--- src/rtl/bcd_pkg.sv ---
// Shared definitions for the sequential binary-to-BCD converter.
//   state_t   : converter FSM states (ST_IDLE, ST_SHIFT, ST_DONE)
//   BCD_BLANK : digit code shown for a blanked leading zero
//   clog2     : ceiling log2, used to size the bit counter
package bcd_pkg;

    typedef enum logic [1:0] {
        ST_IDLE  = 2'd0,
        ST_SHIFT = 2'd1,
        ST_DONE  = 2'd2
    } state_t;

    localparam logic [3:0] BCD_BLANK = 4'hF;

    function automatic int clog2(input int value);
        int result;
        int remaining;
        result    = 0;
        remaining = value - 1;
        while (remaining > 0) begin
            result    = result + 1;
            remaining = remaining >> 1;
        end
        return result;
    endfunction

endpackage

--- src/rtl/bcd_digito_add3.sv ---
// Double-dabble correction cell for one BCD digit: a digit of 5 or more
// gets +3 so that the following left shift carries correctly into the
// next decade.
//   digito    in  4  current digit (0..9 in normal operation)
//   ajustado  out 4  corrected digit, ready to be shifted
module bcd_digito_add3 (
    input  logic [3:0] digito,
    output logic [3:0] ajustado
);

    assign ajustado = (digito >= 4'd5) ? digito + 4'd3 : digito;

endmodule

--- src/rtl/bcd_conversor_sequencial.sv ---
// Multi-cycle binary-to-BCD converter (shift-add-3), one input bit per clock.
// A start in IDLE captures the magnitude and sign of numero; WIDTH shift
// cycles follow, then one DONE cycle publishes the result with a done pulse.
//   clk        in   1         rising-edge clock
//   reset      in   1         synchronous, active-high reset
//   start      in   1         conversion request, honoured only in IDLE
//   numero     in   WIDTH     value to convert, captured on the accepted start
//   com_sinal  in   1         1 = numero is two's complement
//   busy       out  1         high in SHIFT and DONE
//   done       out  1         one-cycle pulse when outputs are updated
//   sinal      out  1         result is negative
//   bcd        out  4*DIGITS  result digits, unit digit in [3:0]
//   overflow   out  1         magnitude >= 10**DIGITS (bcd keeps the low digits)
// Build option: define BCD_LEADING_ZERO_BLANK_EN to show leading zero digits
// as BCD_BLANK (the unit digit is never blanked; blanking is off on overflow).
module bcd_conversor_sequencial
    import bcd_pkg::*;
#(
    parameter int WIDTH  = 32,
    parameter int DIGITS = 10
) (
    input  logic                clk,
    input  logic                reset,
    input  logic                start,
    input  logic [WIDTH-1:0]    numero,
    input  logic                com_sinal,
    output logic                busy,
    output logic                done,
    output logic                sinal,
    output logic [4*DIGITS-1:0] bcd,
    output logic                overflow
);

    localparam int               CNT_W    = clog2(WIDTH);
    localparam logic [CNT_W-1:0] LAST_BIT = CNT_W'(WIDTH - 1);

    state_t                state_q, state_d;
    logic [CNT_W-1:0]      cnt_q;
    logic [WIDTH-1:0]      mag_q;
    logic [4*DIGITS-1:0]   acc_q;
    logic                  acc_ovf_q;
    logic                  sign_q;

    logic                  done_q;
    logic                  sinal_q;
    logic                  overflow_q;
    logic [4*DIGITS-1:0]   bcd_q;

    logic                  negativo;
    logic [WIDTH-1:0]      mag_in;
    logic [4*DIGITS-1:0]   acc_adj;
    logic [4*DIGITS-1:0]   acc_next;
    logic                  carry_top;
    logic [4*DIGITS-1:0]   bcd_final;

    // Magnitude of the input; -2**(WIDTH-1) negates to itself, which is the
    // correct unsigned magnitude.
    assign negativo = com_sinal & numero[WIDTH-1];
    assign mag_in   = negativo ? -numero : numero;

    genvar g;
    generate
        for (g = 0; g < DIGITS; g++) begin : g_add3
            bcd_digito_add3 u_add3 (
                .digito   (acc_q[4*g +: 4]),
                .ajustado (acc_adj[4*g +: 4])
            );
        end
    endgenerate

    // The bit leaving the top digit is worth 10**DIGITS: it marks overflow.
    assign carry_top = acc_adj[4*DIGITS-1];
    assign acc_next  = {acc_adj[4*DIGITS-2:0], mag_q[WIDTH-1]};

    always_ff @(posedge clk) begin
        if (reset) state_q <= ST_IDLE;
        else       state_q <= state_d;
    end

    // NOTE: every variable written in a combinational block gets a default
    // first, so no path leaves it unassigned and no latch is inferred.
    always_comb begin
        state_d = state_q;
        unique case (state_q)
            ST_IDLE:  if (start) state_d = ST_SHIFT;
            ST_SHIFT: if (cnt_q == LAST_BIT) state_d = ST_DONE;
            ST_DONE:  state_d = ST_IDLE;
            default:  state_d = ST_IDLE;
        endcase
    end

    always_comb begin
        bcd_final = acc_q;
`ifdef BCD_LEADING_ZERO_BLANK_EN
        begin : blank
            logic leading;
            leading = !acc_ovf_q;
            for (int i = DIGITS - 1; i >= 1; i--) begin
                if (leading && (acc_q[4*i +: 4] == 4'd0)) bcd_final[4*i +: 4] = BCD_BLANK;
                else                                      leading = 1'b0;
            end
        end
`endif
    end

    // NOTE: sequential state uses non-blocking assignments so every register
    // samples pre-edge values regardless of statement order.
    // NOTE: the working registers are reset along with the outputs so an
    // aborted conversion leaves nothing behind that could reach the outputs.
    always_ff @(posedge clk) begin
        if (reset) begin
            cnt_q      <= '0;
            mag_q      <= '0;
            acc_q      <= '0;
            acc_ovf_q  <= 1'b0;
            sign_q     <= 1'b0;
            done_q     <= 1'b0;
            sinal_q    <= 1'b0;
            overflow_q <= 1'b0;
            bcd_q      <= '0;
        end else begin
            done_q <= 1'b0;
            unique case (state_q)
                ST_IDLE: begin
                    if (start) begin
                        mag_q     <= mag_in;
                        sign_q    <= negativo;
                        acc_q     <= '0;
                        acc_ovf_q <= 1'b0;
                        cnt_q     <= '0;
                    end
                end
                ST_SHIFT: begin
                    acc_q     <= acc_next;
                    mag_q     <= {mag_q[WIDTH-2:0], 1'b0};
                    acc_ovf_q <= acc_ovf_q | carry_top;
                    cnt_q     <= cnt_q + 1'b1;
                end
                ST_DONE: begin
                    bcd_q      <= bcd_final;
                    sinal_q    <= sign_q;
                    overflow_q <= acc_ovf_q;
                    done_q     <= 1'b1;
                end
                default: ;
            endcase
        end
    end

    assign busy     = (state_q != ST_IDLE);
    assign done     = done_q;
    assign sinal    = sinal_q;
    assign overflow = overflow_q;
    assign bcd      = bcd_q;

endmodule

--- config.mk ---
export PLATFORM = sky130hd
export DESIGN_NAME = bcd_conversor_sequencial
export DESIGN_NICKNAME = d
export VERILOG_FILES = /design/src/rtl/bcd_pkg.sv /design/src/rtl/bcd_digito_add3.sv /design/src/rtl/bcd_conversor_sequencial.sv
export SDC_FILE = /design/constraint.sdc
export NUM_CORES = 1
export LEC_CHECK = 0
export ABC_AREA = 1
export CORE_ASPECT_RATIO = 0.5
export CORE_MARGIN = 2
export CORE_UTILIZATION = 58
export CTS_BUF_LIST = sky130_fd_sc_hd__clkbuf_4 sky130_fd_sc_hd__clkbuf_8 sky130_fd_sc_hd__clkbuf_16
export CTS_CLUSTER_SIZE = 20
export DETAILED_ROUTE_END_ITERATION = 10
export DONT_BUFFER_PORTS = 1
export PLACE_DENSITY = 0.76
export SYNTH_ARGS = -nofsm -noshare
export SYNTH_HDL_FRONTEND = slang
export SYNTH_SLANG_ARGS = --single-unit
--- constraint.sdc ---
create_clock -name clk -period 1.51 [get_ports clk]
set_clock_uncertainty 0.2 [all_clocks]
set_input_delay 0.3775 -clock clk [delete_from_list [all_inputs] [get_ports clk]]
set_output_delay 0.3775 -clock clk [all_outputs]
set_load 0.01 [all_outputs]
==> metrics, run 1 <==
final core occ 85.90%; # rows 26; post-synthesis xor/xnor area fraction 1.518%; Post-synth EDFFs 0; vias in the first global route 6018; area leader, netlist dfxtp_1; met3 routed WL 2.538 mm; Switch Pwr 2.153 mW; highest metal used met4; Post-Synth Simple-Gate Area 25.11%; Post-Synthesis Net Count 944; total CTS buffers 17; final worst setup slack -222.5 ps; ys async rst share 0%; sequential area share after synthesis 39.11%; Yosys reg bits 124; VDD IR max 0.0007246 V; Max-cap violations 0; # IOs 80; area of the multi-input gates 4076 sq um; metal2 WL 10.48 mm; failing checks negative hold slack, negative setup slack; ANT nets after route 0; Area contributors post-synth dfxtp_1 39%, nand2_1 9.3%, a21oi_1 9.2%, o21ai_0 6.6%, nand3_1 5.8%; GRT Total Usage 28.59%; initial antenna violation count 0; fin area 8942 sq um; GPL Wtd Cong 0.9248; Iter 0 DRT Violations 942; CP endpoint kind flop; Final setup viols 64; H-tree depth 4; die width 151.9 microns; Synth top area share 39.11%; Worst Tran Pin Value 746.5 ps; Antenna diodes 0; die height 77.97 microns; # fillers 554; Logic pwr share 11.5%; combinational family with the most area after synthesis simple AND/OR/NAND/NOR gates; clock power share 50.2%; slew margin rel. 49.70%; largest net degree at the start of global routing 80; Synth warnings 0; layout net count 1022; Hold Crit Class input pin to flop; unrepaired setup endpoints after global routing true; status finished, violations left; Worst Path Max Fanout 20; Static Leakage 3.536 nW; CTS tree done; synthesized netlist cell count 885; Fin. Hold Viols 78; Final period util 114.7%; Mapped Area 6347 sq um; Via density 6.367; Initial Util 60.97%; Power Density 995.0 nW/um^2; Vias 7106; CP Data Arrival Time 1880 ps; Clk pin slew, worst setup/hold paths 60 ps; Compound-Gate Fraction of Synth Area 20.78%; Port Buffers 0; share of layout cells above drive strength 1 36.99%; flop-to-flop setup slack -220 ps; Area Overhead vs Synth 40.88%; Min Hold Slack -177.6 ps; Crit Path Class flop to flop; synth unique cells 30; Final HPWL DP 10.64 mm; clock root buffer clkbuf_16; DRT Pass-1 Iters 6; Placed Area 7098 sq um; clock buffer depth 2; total die area 11850 sq um; mean post-synth cell area 7.172 sq um; Adder-Cell Fraction of Synth Area 4.534%; Required @ worst endpoint 1660 ps; Metal-1 WL 9.024 mm; clk sinks 124; GRT Residual Overflow 0; top_reg_cell synth dfxtp_1; routed len/inst 20.88 microns; Total Routed Length 23.30 mm; internal power 6.744 mW; switching share of power 24.20%; Max Clock Freq 0.5772 GHz; CP startpoint kind flop; Clk Latency, worst-skew pair 420 ps; Register Area 2517 sq um; first-pass GRT wire length 27.86 mm; dpl ws -157.4 ps; post-synthesis mux area share 0%; Tmin final 1733 ps; core area 10410 sq um; Post-Route Setup TNS -4005 ps; Flop pwr share 38.3%; Slew Limit Fails 0; DRC 0
==> repair_timing <==
item	in CTS	in global routing
setup endpoints to repair	69	94
setup buffers	4	21
pin swaps	15	68
gates cloned	0	9
hold endpoints to repair	78	78
resized for setup	49	191
==> flip-flops by register name (all words and copies together), names as in the netlist <==
signal	flops
acc_ovf_q	1
acc_q	40
bcd	40
cnt_q	5
done	1
mag_q	32
overflow	1
sign_q	1
sinal	1
state_q	2
==> worst paths after layout <==
kind / cells past startpoint / startpoint / endpoint
worst max-delay path: 7 / state_q[0] / acc_q[34]
worst min-delay path: 1 / reset / mag_q[30]
worst max register to register: 7 / state_q[0] / acc_q[34]
worst min register to register: 2 / mag_q[0] / mag_q[0]
==> routing by layer <==
metal / GRT usage (%) / up-vias
met5: 0 / -
met4: 8.505 / 0
met3: 7.263 / 155
met2: 48.74 / 528
met1: 36.07 / 3298
li1: - / 3125
==> cell usage after synthesis (all sizes together) (8+ instances only) <==
library cell	number
nor3	11
nand3	78
or2	10
a31oi	9
o21ai	91
a22oi	25
ha	23
dfxtp	124
xor2	11
a21oi	119
inv	90
nand3b	8
buf	28
nand2	168
nor2	63
clkbuf	17
==> power by group through the flow <==
| stage | logic [mW] | registers (mW) | clock network, mW |
|---|---|---|---|
| 4_1_cts | 0.704 | 3.40 | 4.37 |
| 5_1_grt | 1.09 | 3.42 | 4.57 |
| 3_3_place_gp | 0.672 | 3.46 | 0 |
| 2_1_floorplan | 0.507 | 3.45 | 0 |
| 3_5_place_dp | 0.684 | 3.46 | 0 |
| 6_report | 1.02 | 3.41 | 4.47 |
==> metrics by stage <==
step / cells / total power [mW]
final: 1116 / 8.898
after global routing: 1116 / 9.075
after CTS: 1089 / 8.478
after detailed placement: 1053 / 4.149
after global placement: 1053 / 4.135
after floorplan: 885 / 3.959
==> worst max-delay path, stage by stage, from the launching register on <==
cell and delay, ps:
dfxtp_2 350, inv_4 50, nor2_4 250, inv_2 90
buf_12 180, a21oi_1 180, o21ai_0 180, a21oi_1 150
==> cell families after synthesis <==
kind of cell,count (synthesis)
buffers and inverters,135
adders and majority gates,23
AOI/OAI and AO/OA,246
xor gates and xnor gates,11
and+or+nand+nor,346
DFF,124
==> layout make-up <==
cell class / count / area share [%]
multi-input combinational: 626 / 45.59
sequential: 124 / 28.15
timing repair buffer: 104 / 13.01
clock buffer: 27 / 6.017
inverter: 90 / 4.128
tap: 140 / 1.959
clock inverter: 5 / 1.147
==> cell usage in the layout (no fill, tap or decap), types with 11 or more instances in the layout <==
| cell | count |
|---|---|
| a22oi_2 | 11 |
| nor2_1 | 50 |
| a21oi_1 | 87 |
| inv_2 | 29 |
| nand3_1 | 53 |
| nand3_4 | 14 |
| xor2_1 | 11 |
| buf_4 | 70 |
| nand3_2 | 11 |
| nand2_1 | 128 |
| a21oi_2 | 30 |
| o21ai_0 | 60 |
| clkbuf_16 | 24 |
| a22oi_1 | 14 |
| inv_1 | 55 |
| buf_12 | 14 |
| dfxtp_1 | 98 |
| nand2_2 | 32 |
| o21ai_1 | 27 |
| dfxtp_2 | 25 |
Power figures use the tool's default switching activity.
==> inputs of run 2 (changes only) <==
--- a/config.mk
+++ b/config.mk
@@ -6,14 +6,17 @@
 export NUM_CORES = 1
 export LEC_CHECK = 0
 export ABC_AREA = 1
+export CELL_PAD_IN_SITES_DETAIL_PLACEMENT = 1
+export CELL_PAD_IN_SITES_GLOBAL_PLACEMENT = 2
 export CORE_ASPECT_RATIO = 0.5
 export CORE_MARGIN = 2
-export CORE_UTILIZATION = 58
+export CORE_UTILIZATION = 32
 export CTS_BUF_LIST = sky130_fd_sc_hd__clkbuf_4 sky130_fd_sc_hd__clkbuf_8 sky130_fd_sc_hd__clkbuf_16
 export CTS_CLUSTER_SIZE = 20
 export DETAILED_ROUTE_END_ITERATION = 10
 export DONT_BUFFER_PORTS = 1
-export PLACE_DENSITY = 0.76
+export PLACE_DENSITY_LB_ADDON = 0.1
+export SKIP_LAST_GASP = 1
 export SYNTH_ARGS = -nofsm -noshare
 export SYNTH_HDL_FRONTEND = slang
 export SYNTH_SLANG_ARGS = --single-unit
==> metrics, run 2 (synthesis gave the netlist of run 1 again) <==
status finished, violations left; failing checks negative hold slack, negative setup slack; Max-cap violations 0; GRT Total Usage 19.25%; core area 19460 sq um; Vias 6405; clock root buffer clkbuf_16; Antenna diodes 0; Static Leakage 3.795 nW; internal power 6.868 mW; die height 103.6 microns; total CTS buffers 17; ANT nets after route 0; Crit path largest cell delay 340 ps; Clk Latency, worst-skew pair 420 ps; unrepaired setup endpoints after global routing true; Post-Route Setup TNS -2746 ps; die width 203.2 microns; CP endpoint kind flop; # IOs 80; H-tree depth 4; # rows 36; share of layout cells above drive strength 1 39.56%; Final HPWL DP 13.64 mm; GPL Wtd Cong 0.8165; DRC 0; Worst path top cell family by delay compound AO/OA/AOI/OAI gates; critical path startpoint state_q[0]; Via density 5.055; Slew Limit Fails 0; Hold Crit Class input pin to flop; Crit Path Class flop to flop; fin area 9449 sq um; Fin. Hold Viols 78; Clk pin slew, worst setup/hold paths 60 ps; dpl ws -205.7 ps; Max Clock Freq 0.6068 GHz; Final period util 109.1%; Initial Util 32.62%; Placed Area 7396 sq um; Iter 0 DRT Violations 328; VDD IR max 0.0006594 V; Final setup viols 74; non-filler instance count after layout 1267; largest net degree at the start of global routing 80; Switch Pwr 2.207 mW; worst hold start reset; routed len/inst 17.99 microns; Tmin final 1648 ps; commonest non-fill, non-tap cell in the layout nand2_1; # fillers 2306; Required @ worst endpoint 1670 ps; CP Data Arrival Time 1800 ps; switching share of power 24.32%; total die area 21050 sq um; slew margin rel. 72.10%; commonest cells after routing, fill and taps aside 124 x nand2_1, 99 x dfxtp_1, 90 x buf_4; Port Buffers 0; clk sinks 124; worst reg2reg startpoint state_q[0]; CTS tree done; clock buffer depth 2; Logic pwr share 11.9%; overall power 9.075 mW; clock power share 50.4%; layout net count 1047; Worst Path Max Fanout 5; CP dominant cell by count a21oi_1; GRT Residual Overflow 0; Total Routed Length 22.80 mm; placed cell count 1201; Worst Tran Pin Value 414.1 ps; Register Area 2516 sq um; final worst setup slack -138.1 ps; Critical Path, Cell by Cell inv_4, nand2_4, nor2_4, inv_1, a21oi_1, o21ai_0, a21oi_1; Power Density 960.5 nW/um^2; CP startpoint kind flop; slowest CP cell dfxtp_2; DRT Pass-1 Iters 4; Area Overhead vs Synth 48.87%; vias in the first global route 6283; first-pass GRT wire length 32.31 mm; Min Hold Slack -173.6 ps; initial antenna violation count 0; area of the multi-input gates 4163 sq um; crit path buf inv count 2; Flop pwr share 37.7%
-- run 2: cell type report --
class	instances	share of cell area [%]
Clock buffer	20	4.873
Clock inverter	12	2.039
Inverter	90	4.092
Multi-Input combinational cell	626	44.05
Sequential cell	124	26.63
Tap cell	266	3.522
Timing Repair Buffer	129	14.79
-- run 2: routing by layer --
layer	vias up	share of wire, %	global-route usage, %
met5	-	0	0
met4	0	1.1	5.266
met3	19	3.5	4.657
met2	80	48	31.62
met1	3112	48	25.18
li1	3194	-	-
-- run 2: power groups by stage --
stage / registers, mW / logic (mW) / clock network (mW)
final: 3.42 / 1.08 / 4.58
after global routing: 3.43 / 1.17 / 4.80
after CTS: 3.40 / 0.771 / 4.65
after detailed placement: 3.47 / 0.744 / 0
after global placement: 3.47 / 0.731 / 0
after floorplan: 3.45 / 0.507 / 0
-- run 2: worst paths after layout --
check | end | slack, ps | cells after the start
setup / recovery | mag_q[9] | -140 | 7
hold / removal | mag_q[31] | -170 | 1
setup reg to reg | mag_q[9] | -140 | 7
hold reg to reg | acc_q[39] | 260 | 2
-- run 2: timing repair --
action / 4_1_cts / 5_1_grt
setup endpoints to repair: 81 / 84
pin swaps: 18 / 83
endpoints found under the hold margin: 78 / 78
gates resized for setup: 46 / 220
setup buffers: 2 / 21
gates cloned: 0 / 14
-- run 2: per-stage QoR --
step	hold WS, ps	utilization, %
after floorplan	239.2	-
after global placement	240.9	38.01
after detailed placement	248.8	38.01
after CTS	-199.9	42.19
after global routing	-193.9	48.56
final	-173.6	48.56
